`config.mk`:
```
export PLATFORM = sky130hd
export DESIGN_NAME = gol_frame_reader_flat
export DESIGN_NICKNAME = d
export VERILOG_FILES = /design/src/rtl/gol_frame_reader_if.sv /design/src/rtl/gol_frame_reader.sv /design/src/flat_wrapper.sv
export SDC_FILE = /design/constraint.sdc
export NUM_CORES = 1
export LEC_CHECK = 0
export CAP_MARGIN = 20
export CORE_MARGIN = 2
export CORE_UTILIZATION = 40
export CTS_CLUSTER_SIZE = 20
export DETAILED_ROUTE_END_ITERATION = 8
export PLACE_DENSITY = 0.75
export SYNTH_ARGS = -nofsm -noshare
export SYNTH_HDL_FRONTEND = slang
export SYNTH_SLANG_ARGS = --single-unit
export TNS_END_PERCENT = 30
```
`constraint.sdc`:
```
create_clock -name clk -period 5.64 [get_ports clk]
set_input_delay 1.128 -clock clk [delete_from_list [all_inputs] [get_ports clk]]
set_output_delay 1.128 -clock clk [all_outputs]
set_load 0.02 [all_outputs]
```
`src/rtl/gol_frame_reader_if.sv`:
```
// gol_frame_reader_if: valid/ready row stream carrying one grid row plus its index, live count and last flag
interface gol_frame_reader_if #(
  parameter int WIDTH  = 8,
  parameter int HEIGHT = 8,
  parameter int RW     = $clog2(HEIGHT),
  parameter int CW     = $clog2(WIDTH + 1)
);
  logic            valid;
  logic            ready;
  logic [WIDTH-1:0] data;
  logic [RW-1:0]   row;
  logic [CW-1:0]   live;
  logic            last;
  modport master (output valid, data, row, live, last, input ready);
  modport slave  (input valid, data, row, live, last, output ready);
endinterface

```
`src/rtl/gol_frame_reader.sv`:
```
// gol_frame_reader: snapshots the cell-state vector on start and streams it row by row
// with per-row live counts, then reports the frame total.
module gol_frame_reader #(
  parameter int WIDTH  = 8,
  parameter int HEIGHT = 8,
  parameter int RW     = $clog2(HEIGHT),
  parameter int CW     = $clog2(WIDTH + 1),
  parameter int FW     = $clog2(WIDTH * HEIGHT + 1)
) (
  input  logic                      clk,
  input  logic                      rst,
  input  logic [WIDTH*HEIGHT-1:0]   i_grid_state,
  input  logic                      i_start,
  gol_frame_reader_if.master        o_out,
  output logic                      o_busy,
  output logic                      o_done,
  output logic [FW-1:0]             o_frame_live
);
  typedef enum logic {IDLE, SEND} state_t;
  state_t                    r_state;
  logic                      r_valid;
  logic                      r_done;
  logic [WIDTH*HEIGHT-1:0]   r_snap;
  logic [RW-1:0]             r_row;
  logic [FW-1:0]             r_acc;
  logic [FW-1:0]             r_frame_live;
  logic [WIDTH-1:0]          w_data;
  logic [CW-1:0]             w_live;
  logic                      w_last;
  logic                      w_accept;
  assign w_data   = r_snap[r_row*WIDTH +: WIDTH];
  assign w_last   = r_row == RW'(HEIGHT - 1);
  assign w_accept = r_valid & o_out.ready;
  always_comb begin
    w_live = '0;
    for (int i = 0; i < WIDTH; i++) w_live = w_live + CW'(w_data[i]);
  end
  // Beat fields are gated by valid so the bus reads all-zero whenever idle or in reset.
  assign o_out.valid  = r_valid;
  assign o_out.data   = r_valid ? w_data : '0;
  assign o_out.row    = r_valid ? r_row : '0;
  assign o_out.live   = r_valid ? w_live : '0;
  assign o_out.last   = r_valid & w_last;
  assign o_busy       = r_valid;
  assign o_done       = r_done;
  assign o_frame_live = r_frame_live;
  always_ff @(posedge clk or negedge rst) begin
    if (!rst) begin
      r_state      <= IDLE;
      r_valid      <= 1'b0;
      r_done       <= 1'b0;
      r_snap       <= '0;
      r_row        <= '0;
      r_acc        <= '0;
      r_frame_live <= '0;
    end else begin
      r_done <= 1'b0;
      case (r_state)
        IDLE: if (i_start) begin
          r_snap  <= i_grid_state;
          r_row   <= '0;
          r_acc   <= '0;
          r_valid <= 1'b1;
          r_state <= SEND;
        end
        SEND: if (w_accept) begin
          r_acc <= r_acc + FW'(w_live);
          if (w_last) begin
            r_frame_live <= r_acc + FW'(w_live);
            r_done       <= 1'b1;
            r_valid      <= 1'b0;
            r_state      <= IDLE;
          end else begin
            r_row <= r_row + RW'(1);
          end
        end
        default: r_state <= IDLE;
      endcase
    end
  end
endmodule

```
`src/flat_wrapper.sv`:
```
// flat-port wrapper written by rule: the top's interface ports become plain ports
module gol_frame_reader_flat 
#(
  parameter int WIDTH  = 8,
  parameter int HEIGHT = 8,
  parameter int RW     = $clog2(HEIGHT),
  parameter int CW     = $clog2(WIDTH + 1),
  parameter int FW     = $clog2(WIDTH * HEIGHT + 1)
)
  (clk, rst, i_grid_state, i_start, o_busy, o_done, o_frame_live, o_out_valid, o_out_data, o_out_row, o_out_live, o_out_last, o_out_ready);
  gol_frame_reader_if #(.WIDTH(WIDTH), .HEIGHT(HEIGHT), .RW(RW), .CW(CW)) o_out_i ();
  input  logic clk;
  input  logic rst;
  input  logic [WIDTH*HEIGHT-1:0] i_grid_state;
  input  logic i_start;
  output logic o_busy;
  output logic o_done;
  output logic [FW-1:0] o_frame_live;
  output wire logic [$bits(o_out_i.valid)-1:0] o_out_valid;
  output wire logic [$bits(o_out_i.data)-1:0] o_out_data;
  output wire logic [$bits(o_out_i.row)-1:0] o_out_row;
  output wire logic [$bits(o_out_i.live)-1:0] o_out_live;
  output wire logic [$bits(o_out_i.last)-1:0] o_out_last;
  input wire logic [$bits(o_out_i.ready)-1:0] o_out_ready;
  assign o_out_valid = o_out_i.valid;
  assign o_out_data = o_out_i.data;
  assign o_out_row = o_out_i.row;
  assign o_out_live = o_out_i.live;
  assign o_out_last = o_out_i.last;
  assign o_out_i.ready = o_out_ready;
  gol_frame_reader #(.WIDTH(WIDTH), .HEIGHT(HEIGHT), .RW(RW), .CW(CW), .FW(FW)) u_core (.clk(clk), .rst(rst), .i_grid_state(i_grid_state), .i_start(i_start), .o_out(o_out_i), .o_busy(o_busy), .o_done(o_done), .o_frame_live(o_frame_live));
endmodule
```
# ---- Word level (Yosys, flattened, before mapping)
# Cells that the tools add are included.
# W data, S select, Z words.
dict set report word_totals {
  output_inout_bits 26
  word_cells 51
  reg_bits 84
}
dict set report op_classes {
  mux 21
  n_reduce_logical 5
  n_eq_ne 5
  shift 1
  bitwise_logic 3
  n_addsub 9
}
# op n
set ops {}
lappend ops {{$shiftx A64 B7 Y8} 1}
lappend ops {{$add A4 B1 Y4} 6}
lappend ops {{$mux W7} 2}
lappend ops {{$pmux W7 S2} 1}
lappend ops {{$mux W3} 4}
lappend ops {{$mux W1} 9}
lappend ops {{$reduce_and A3 Y1} 3}
lappend ops {{$mux W8} 1}
lappend ops {{$ne A2 B2 Y1 const B} 4}
lappend ops {{$add A7 B4 Y7} 1}
lappend ops {{$pmux W3 S2} 1}
lappend ops {{$mux W4} 1}
lappend ops {{$pmux W1 S2} 2}
lappend ops {{$reduce_and A2 Y1} 2}
lappend ops {{$add A3 B1 Y3 const B} 1}
lappend ops {{$eq A3 B3 Y1 const B} 1}
lappend ops {{$add A1 B1 Y2} 1}
lappend ops {{$and A1 B1 Y1} 2}
lappend ops {{$not A1 Y1} 1}

# ---- Depth between registers and ports, before layout
dict set report logic_depth {
  ltp_word 11
  depth_mapped 19
  mapped_depth_nobuf 17
}

# ---- Worst setup path before layout
# Ideal clock, no wire load.
dict set report synth_timing {
  kind {register to output}
  from {reg u_core.r_row[1]}
  to {out o_out_live[1]}
  n_path_buf 2
  slack_ns 0.777
  stages_incl_launch_ff 15
  arrival_ns 3.735
  path_cell_list {dfrtp_1 buf_2 nand2b_1 buf_4 o22ai_1 a221oi_2 ha_1 inv_1 fa_1 fa_1 inv_1 fa_1 inv_1 fa_1 nor2_1}
}
dict set report synth_via {
  elab_chain_cells 9
}
# element line_no
set synth_rtl {}
lappend synth_rtl {{start: declaration} gol_frame_reader.sv:24} ;# logic [RW-1:0] r_row;
lappend synth_rtl {{start signal: assignment} gol_frame_reader.sv:74} ;# r_row <= r_row + RW'(1);
lappend synth_rtl {{$shiftx A64 B7 Y8 *} gol_frame_reader.sv:31} ;# assign w_data = r_snap[r_row*WIDTH +: WIDTH];
lappend synth_rtl {{$add A1 B1 Y2} gol_frame_reader.sv:36} ;# for (int i = 0; i < WIDTH; i++) w_live = w_live + CW'(w_data[i]);
lappend synth_rtl {{$add A4 B1 Y4 (5 in a row)} gol_frame_reader.sv:36}
lappend synth_rtl {{$add A4 B1 Y4 *} gol_frame_reader.sv:36}
lappend synth_rtl {{$mux W4 *} gol_frame_reader.sv:42} ;# assign o_out.live = r_valid ? w_live : '0;
lappend synth_rtl {{end: declaration} flat_wrapper.sv:22} ;# output wire logic [$bits(o_out_i.live)-1:0] o_out_live;
# Every way passes the cells marked *; elsewhere a longest branch is shown, timed or not.

# ---- Final worst setup path
dict set report layout_timing {
  from {reg u_core.r_row[0]}
  to {out o_out_live[3]}
}
# The elaborated chain is that of the path after synthesis.

==> out/qor.yml <==
yosys:
  synth_cell_types: 36
  ys.warnings.count: 0
  ys_seq_area_share_pct: 49.0
  netlist_instances: 470
  synthFlopType: "dfrtp_1"
  synthMuxAreaShare_pct: 8.26
  postSynthAreaPerCell_um2: 9.12
  synth_top_family_by_area: "simple AND/OR/NAND/NOR gates"
  synth_area_mm2: 0.00429
  synthArstFlopShare_pct: 100
  synth-simple-area-share_pct: 23.9
  syn_nets: 552
  synth-edff-count: 0
  synth_adder_area_share_pct: 4.96
  ys_ff_latch: 84
  synth_compound_area_share_pct: 7.79
  synth-xor-area-share_pct: 1.23
cells_and_area:
  layout-drive-gt1-share_pct: 11.4
  syn_to_final_growth_pct: 29.9
  layout.nets: 640
  diodes: 0
critical_path:
  critical_path_arrival_ps: 4290
  worstSetupPathType: "reg -> out"
  crit_fanout: 8
  cp.required_ps: 4510
  start_kind: "register"
  end_kind: "output port"
cts:
  worstSkewPairLatency_ps: 360
  cts_root_buf: "clkbuf_8"
  clock_sinks: 84
  htree_levels: 3
  cts_hold_buf: 0
  cts_tree: "done"
  cts_buffer_depth: 2
  path_clk_slew_ps: 80
  cts_made_buffers: 9
floorplan:
  die_x_um: 108
  die_h_um: 108
  start_util_pct: 41.3
  pin_count: 94
  coreArea_mm2: 0.0104
  rows: 37
  dieArea_mm2: 0.0116
global_routing:
  first_global_vias: 3354
  grt_pass1_wl_um: 16200
  antenna_found_initial: 0
  grt_overflow: 0
  grt_usage_pct: 18.0
  grt_max_degree: 85
timing:
  rsz0062_at_grt: "false"
  finalClockSkew_ps: 7.77
  fmax_ghz: 0.185
  finalCritPeriodShare_pct: 96.0
  fin_crit_ps: 5420
  tightest_slew_ps: 666
  relSlewSlack_pct: 55.6
  hold_violations: 0
  fin_tns_setup_ps: 0
  maxSlewViolCount: 0
  setup_viol: 0
detailed_routing:
  vias: 3383
  routed_wl_um: 9810
  dr.pass1.iters: 4
  first_iter_violations: 150
  via_per_inst: 4.84
  drtAntennaViolNets: 0
  routedWlPerCell_um: 14.0
  drc: 0
run:
  drv_cap: 0
run_status:
  status: "completed"
placed_design:
  portBuffers: 93
  dpl.hpwl_um: 7350
  place_congestion: 0.869
worst_hold_path:
  hold_path.class: "reg -> reg"
## critical path: stages (launching register included)
cell and delay (ps):
dfrtp_2 470, mux2_2 360, o22ai_1 220, a221oi_2 80, ha_1 300, inv_1 50, fa_1 510, fa_1 540
inv_1 50, fa_1 440, a21oi_1 150, nor2b_1 80, and2_1 150, clkdlybuf4s50_1 530
## state kept, by name, indices dropped and copies added, names as in the netlist
register,cells
u_core.r_snap,64
u_core.o_frame_live,7
u_core.r_acc,7
u_core.r_row,3
u_core.o_busy,1
u_core.o_done,1
u_core.r_state,1
## synth_stat cells (all sizes together), types with 3 or more instances
master,count,area [um2]
a21oi,3,15.0
a22o,3,26.3
a22oi,4,50.1
and2,11,68.8
buf,17,126
clkbuf,10,37.5
dfrtp,84,2100
fa,5,100
ha,9,113
inv,12,45.0
mux2,13,154
mux2i,20,200
nand2,209,785
nand2b,3,18.8
nand3,9,45.0
nor2,16,72.6
nor2b,3,18.8
o211ai,3,37.5
o21ai,16,80.1
o22ai,4,37.5
xnor2,5,43.8
## cells by family (layout without fill, tap and decap cells)
group	Yosys count	count (layout)
and+or+nand+nor	253	253
buffers and inverters	39	132
AOI/OAI and AO/OA	41	41
adders and majority gates	14	14
muxes	33	33
DFF	84	84
xor gates and xnor gates	6	6
## cell type report
cell class / instances / area (um2)
Fill cell: 981 / 4800
Sequential cell: 84 / 2100
Multi-Input combinational cell: 347 / 2000
Clock buffer: 10 / 128
Tap cell: 136 / 170
Inverter: 12 / 45.0
Clock inverter: 6 / 88.8
Timing Repair Buffer: 104 / 1040
## placed cells by master (no fill, tap or decap), types with 3 or more instances in the layout
cell and n:
clkdlybuf4s50_1 90, nor2_1 11, nand2_1 209, ha_1 9, buf_4 10, nor2_2 4, inv_1 12, nand3_1 9
a22o_1 3, and2_1 11, mux2i_1 19, mux2_2 11, o211ai_2 3, dfrtp_1 83, fa_1 5, clkbuf_8 9
xnor2_1 5, a22oi_2 4, a21oi_1 3, o21ai_0 15
## what timing repair did
item / 4_1_cts / 5_1_grt
buffers inserted: 3 / 1
resized for setup: 4 / 3
endpoints found under the setup margin: 2 / 1
## layer usage
layer,track usage (%),routed length (um)
met5,0,0
met4,6.59,119
met3,2.78,480
met2,28.3,4570
met1,25.3,4640
## per-stage QoR
stage / cell area [um2] / utilization (%) / hold WS [ps] / cells / worst slack [ps]
after floorplan: 4290 / - / 440 / 470 / 777
after global placement: 5290 / 51.0 / 456 / 678 / 167
after CTS: 5540 / 53.4 / 483 / 697 / 90.8
final: 5570 / 53.7 / 481 / 699 / 224
after global routing: 5570 / 53.7 / 494 / 699 / 80.6
after detailed placement: 5290 / 51.0 / 462 / 678 / 102
## final timing paths
| check | startpoint | end | slack (ps) | depth (start not counted) |
|---|---|---|---|---|
| setup / recovery | u_core.r_row[0] | o_out_live[3] | 220 | 13 |
| hold / removal | u_core.r_snap[21] | u_core.r_snap[21] | 480 | 2 |
| setup reg to reg | u_core.r_row[0] | u_core.r_acc[6] | 610 | 16 |
| hold reg to reg | u_core.r_snap[21] | u_core.r_snap[21] | 480 | 2 |
| max in group asynchronous | rst | u_core.r_snap[28] | 4420 | 2 |
| min in group asynchronous | rst | u_core.r_snap[35] | 600 | 1 |
Power is not shown: default switching activity piles up to over one toggle a cycle in this logic, so the estimate is an artifact.
==> RTL edit: new RTL, same flow settings <==
`HEIGHT` is set to 8 in 3 places; all go to 16.
--- a/src/rtl/gol_frame_reader_if.sv
+++ b/src/rtl/gol_frame_reader_if.sv
@@ -3,3 +3,3 @@
   parameter int WIDTH  = 8,
-  parameter int HEIGHT = 8,
+  parameter int HEIGHT = 16,
   parameter int RW     = $clog2(HEIGHT),
--- a/src/rtl/gol_frame_reader.sv
+++ b/src/rtl/gol_frame_reader.sv
@@ -4,3 +4,3 @@
   parameter int WIDTH  = 8,
-  parameter int HEIGHT = 8,
+  parameter int HEIGHT = 16,
   parameter int RW     = $clog2(HEIGHT),
--- a/src/flat_wrapper.sv
+++ b/src/flat_wrapper.sv
@@ -4,3 +4,3 @@
   parameter int WIDTH  = 8,
-  parameter int HEIGHT = 8,
+  parameter int HEIGHT = 16,
   parameter int RW     = $clog2(HEIGHT),
Interface: changed (resized i_grid_state, o_frame_live and o_out_row); port bits go from 94 to 160. No check against the original RTL was run, so the function may have changed too.
==> RTL edit against the unedited design <==
- cell area up 75%
- wire length is 100% higher
- maximum frequency is 1.4% lower
- sequential cell count grew 67
- synthesized area up 69%
- setup slack got worse by 0.078 ns
- critical endpoint is now o_out_live[1]
- largest cell class unchanged
==> RTL edit: results (changes against the unedited design) <==
CTS
  • CTS clk-pin slew, worst paths: 0.06 ns (-0.02 ns)
  • # clock sinks: 151 (+80%)
  • CTS buffer count: 17 (+8)
  • Skew-Pair Late Insertion Delay: 0.43 ns (+0.07 ns)
  • Clk root buf: clkbuf_16
  • Htree depth: 4 (+1)

Critical path
  • Worst EP arrival: 4.37 ns (+0.08 ns)
  • R2r setup slk: 0.50 ns (-0.11 ns)
  • Critical path's largest stage delay: 0.52 ns (-0.02 ns)

Route
  • Vias per cell: 5.12 (+5.7%)
  • Final Routed Wirelength: 19.7 mm (+100%)
  • DR WL met2: 9.34 mm (+100%)
  • Detailed Route Iter0 Violations: 497 (+230%)
  • Met3 WL post-DR: 1.53 mm (+220%)
  • DRT Pass-1 Iters: 5 (+1)
  • Met1 Wirelength: 8.61 mm (+85%)

Placement
  • I/O Buffers: 159 (+71%)
  • Gpl congestion: 0.849 (-2.4%)
  • Post-DP HPWL: 14.2 mm (+93%)
  • DP Worst Slack: -0.0659 ns (-0.168 ns)
  • Dpl cell area: 9100 um2 (+72%)

Run status
  • Outcome: completed

STA
  • Slew margin rel.: 34.9% (-21 points)
  • Hold_ws: 0.474 ns (-0.00673 ns)
  • Peak Freq: 182 MHz (-1.4%)
  • Setup Skew: 0.0110 ns (+0.00324 ns)

Finish
  • Final nets: 1067 (+67%)
  • Finished Cell Area: 9750 um2 (+75%)
  • Max reg flops: 128 (+100%)
  • Non-filler cells, final: 1163 (+66%)
  • Layout cell share with drive strength beyond 1: 9.64% (-1.7 points)
  • Fillers: 1574 (+60%)

Synthesis
  • Sequential share of the synthesized area: 52.1% (+3.1 points)
  • Post-synthesis area per instance: 9.42 um2 (+3.3%)
  • Unique masters post-synth: 38 (+5.6%)
  • Largest cells by area after synthesis: dfrtp_1 (52%), nand2_1 (21%), mux4_2 (7.4%)
  • Synth cell count leaders: nand2_1 (405), dfrtp_1 (151), clkbuf_1 (29), mux4_2 (24), mux2i_1 (16)
  • Mapped cell area: 7260 um2 (+69%)
  • Syn Nets: 916 (+66%)

GRT
  • Number of global-route vias before repair: 5797 (+73%)
  • Pin count of the biggest net entering global routing: 109 (+28%)
  • Total GRT Usage: 21.0% (+2.9 points)

Pwr
  • VDD IR-drop max: 0.00178 V
RTL edit: path summary, 6_finish.rpt:
kind / start / end / cells past startpoint
worst max-delay path: u_core.r_row[2] / o_out_live[1] / 14
worst min-delay path: u_core.r_snap[79] / u_core.r_snap[79] / 2
worst max register to register: u_core.r_row[2] / u_core.o_frame_live[4] / 18
worst min register to register: u_core.r_snap[79] / u_core.r_snap[79] / 2
max in group asynchronous: rst / u_core.r_snap[124] / 2
min in group asynchronous: rst / u_core.o_frame_live[3] / 1
RTL edit: what timing repair did:
item / CTS / global route
gates cloned: 0 / 0
setup endpoints to repair: 4 / 4
hold buffers: 0 / 0
pin swaps: 2 / 7
setup buffers: 0 / 1
gates resized for setup: 11 / 8
RTL edit: cells by family (layout without fill, tap and decap cells):
kind of cell               Yosys count  in the layout  synth area share [%]
AOI/OAI and AO/OA                   42             42                  3.55
xor gates and xnor gates             7              7                 0.845
adders and majority gates           14             14                  2.93
buffers and inverters               60            224                  3.60
DFF                                151            151                  52.1
muxes                               52             52                  13.2
and+or+nand+nor                    444            444                  23.8
RTL edit: layout make-up:
class / instances / share of cell area [%]
sequential: 151 / 38.8
clock buffer: 20 / 4.58
tap: 229 / 2.94
inverter: 15 / 0.577
timing repair buffer: 177 / 18.0
clock inverter: 12 / 1.92
multi-input combinational: 559 / 33.2
RTL edit: tightest hold or removal path, stage by stage (launching register included):
cell and delay (ns):
dfrtp_1 0.34, nand2_1 0.05, nand2_1 0.06
RTL edit: power breakdown:
part	switching, W	total (W)	internal [W]
registers	0.000338	0.00191	0.00157
clock network	0.000476	0.00124	0.000762
logic	0.00232	0.00448	0.00216
RTL edit: metal layers:
layer / track usage [%] / vias up
met3: 5.46 / 16
met5: 0 / -
li1: - / 2794
met4: 4.94 / 0
met2: 32.7 / 226
met1: 29.8 / 2914
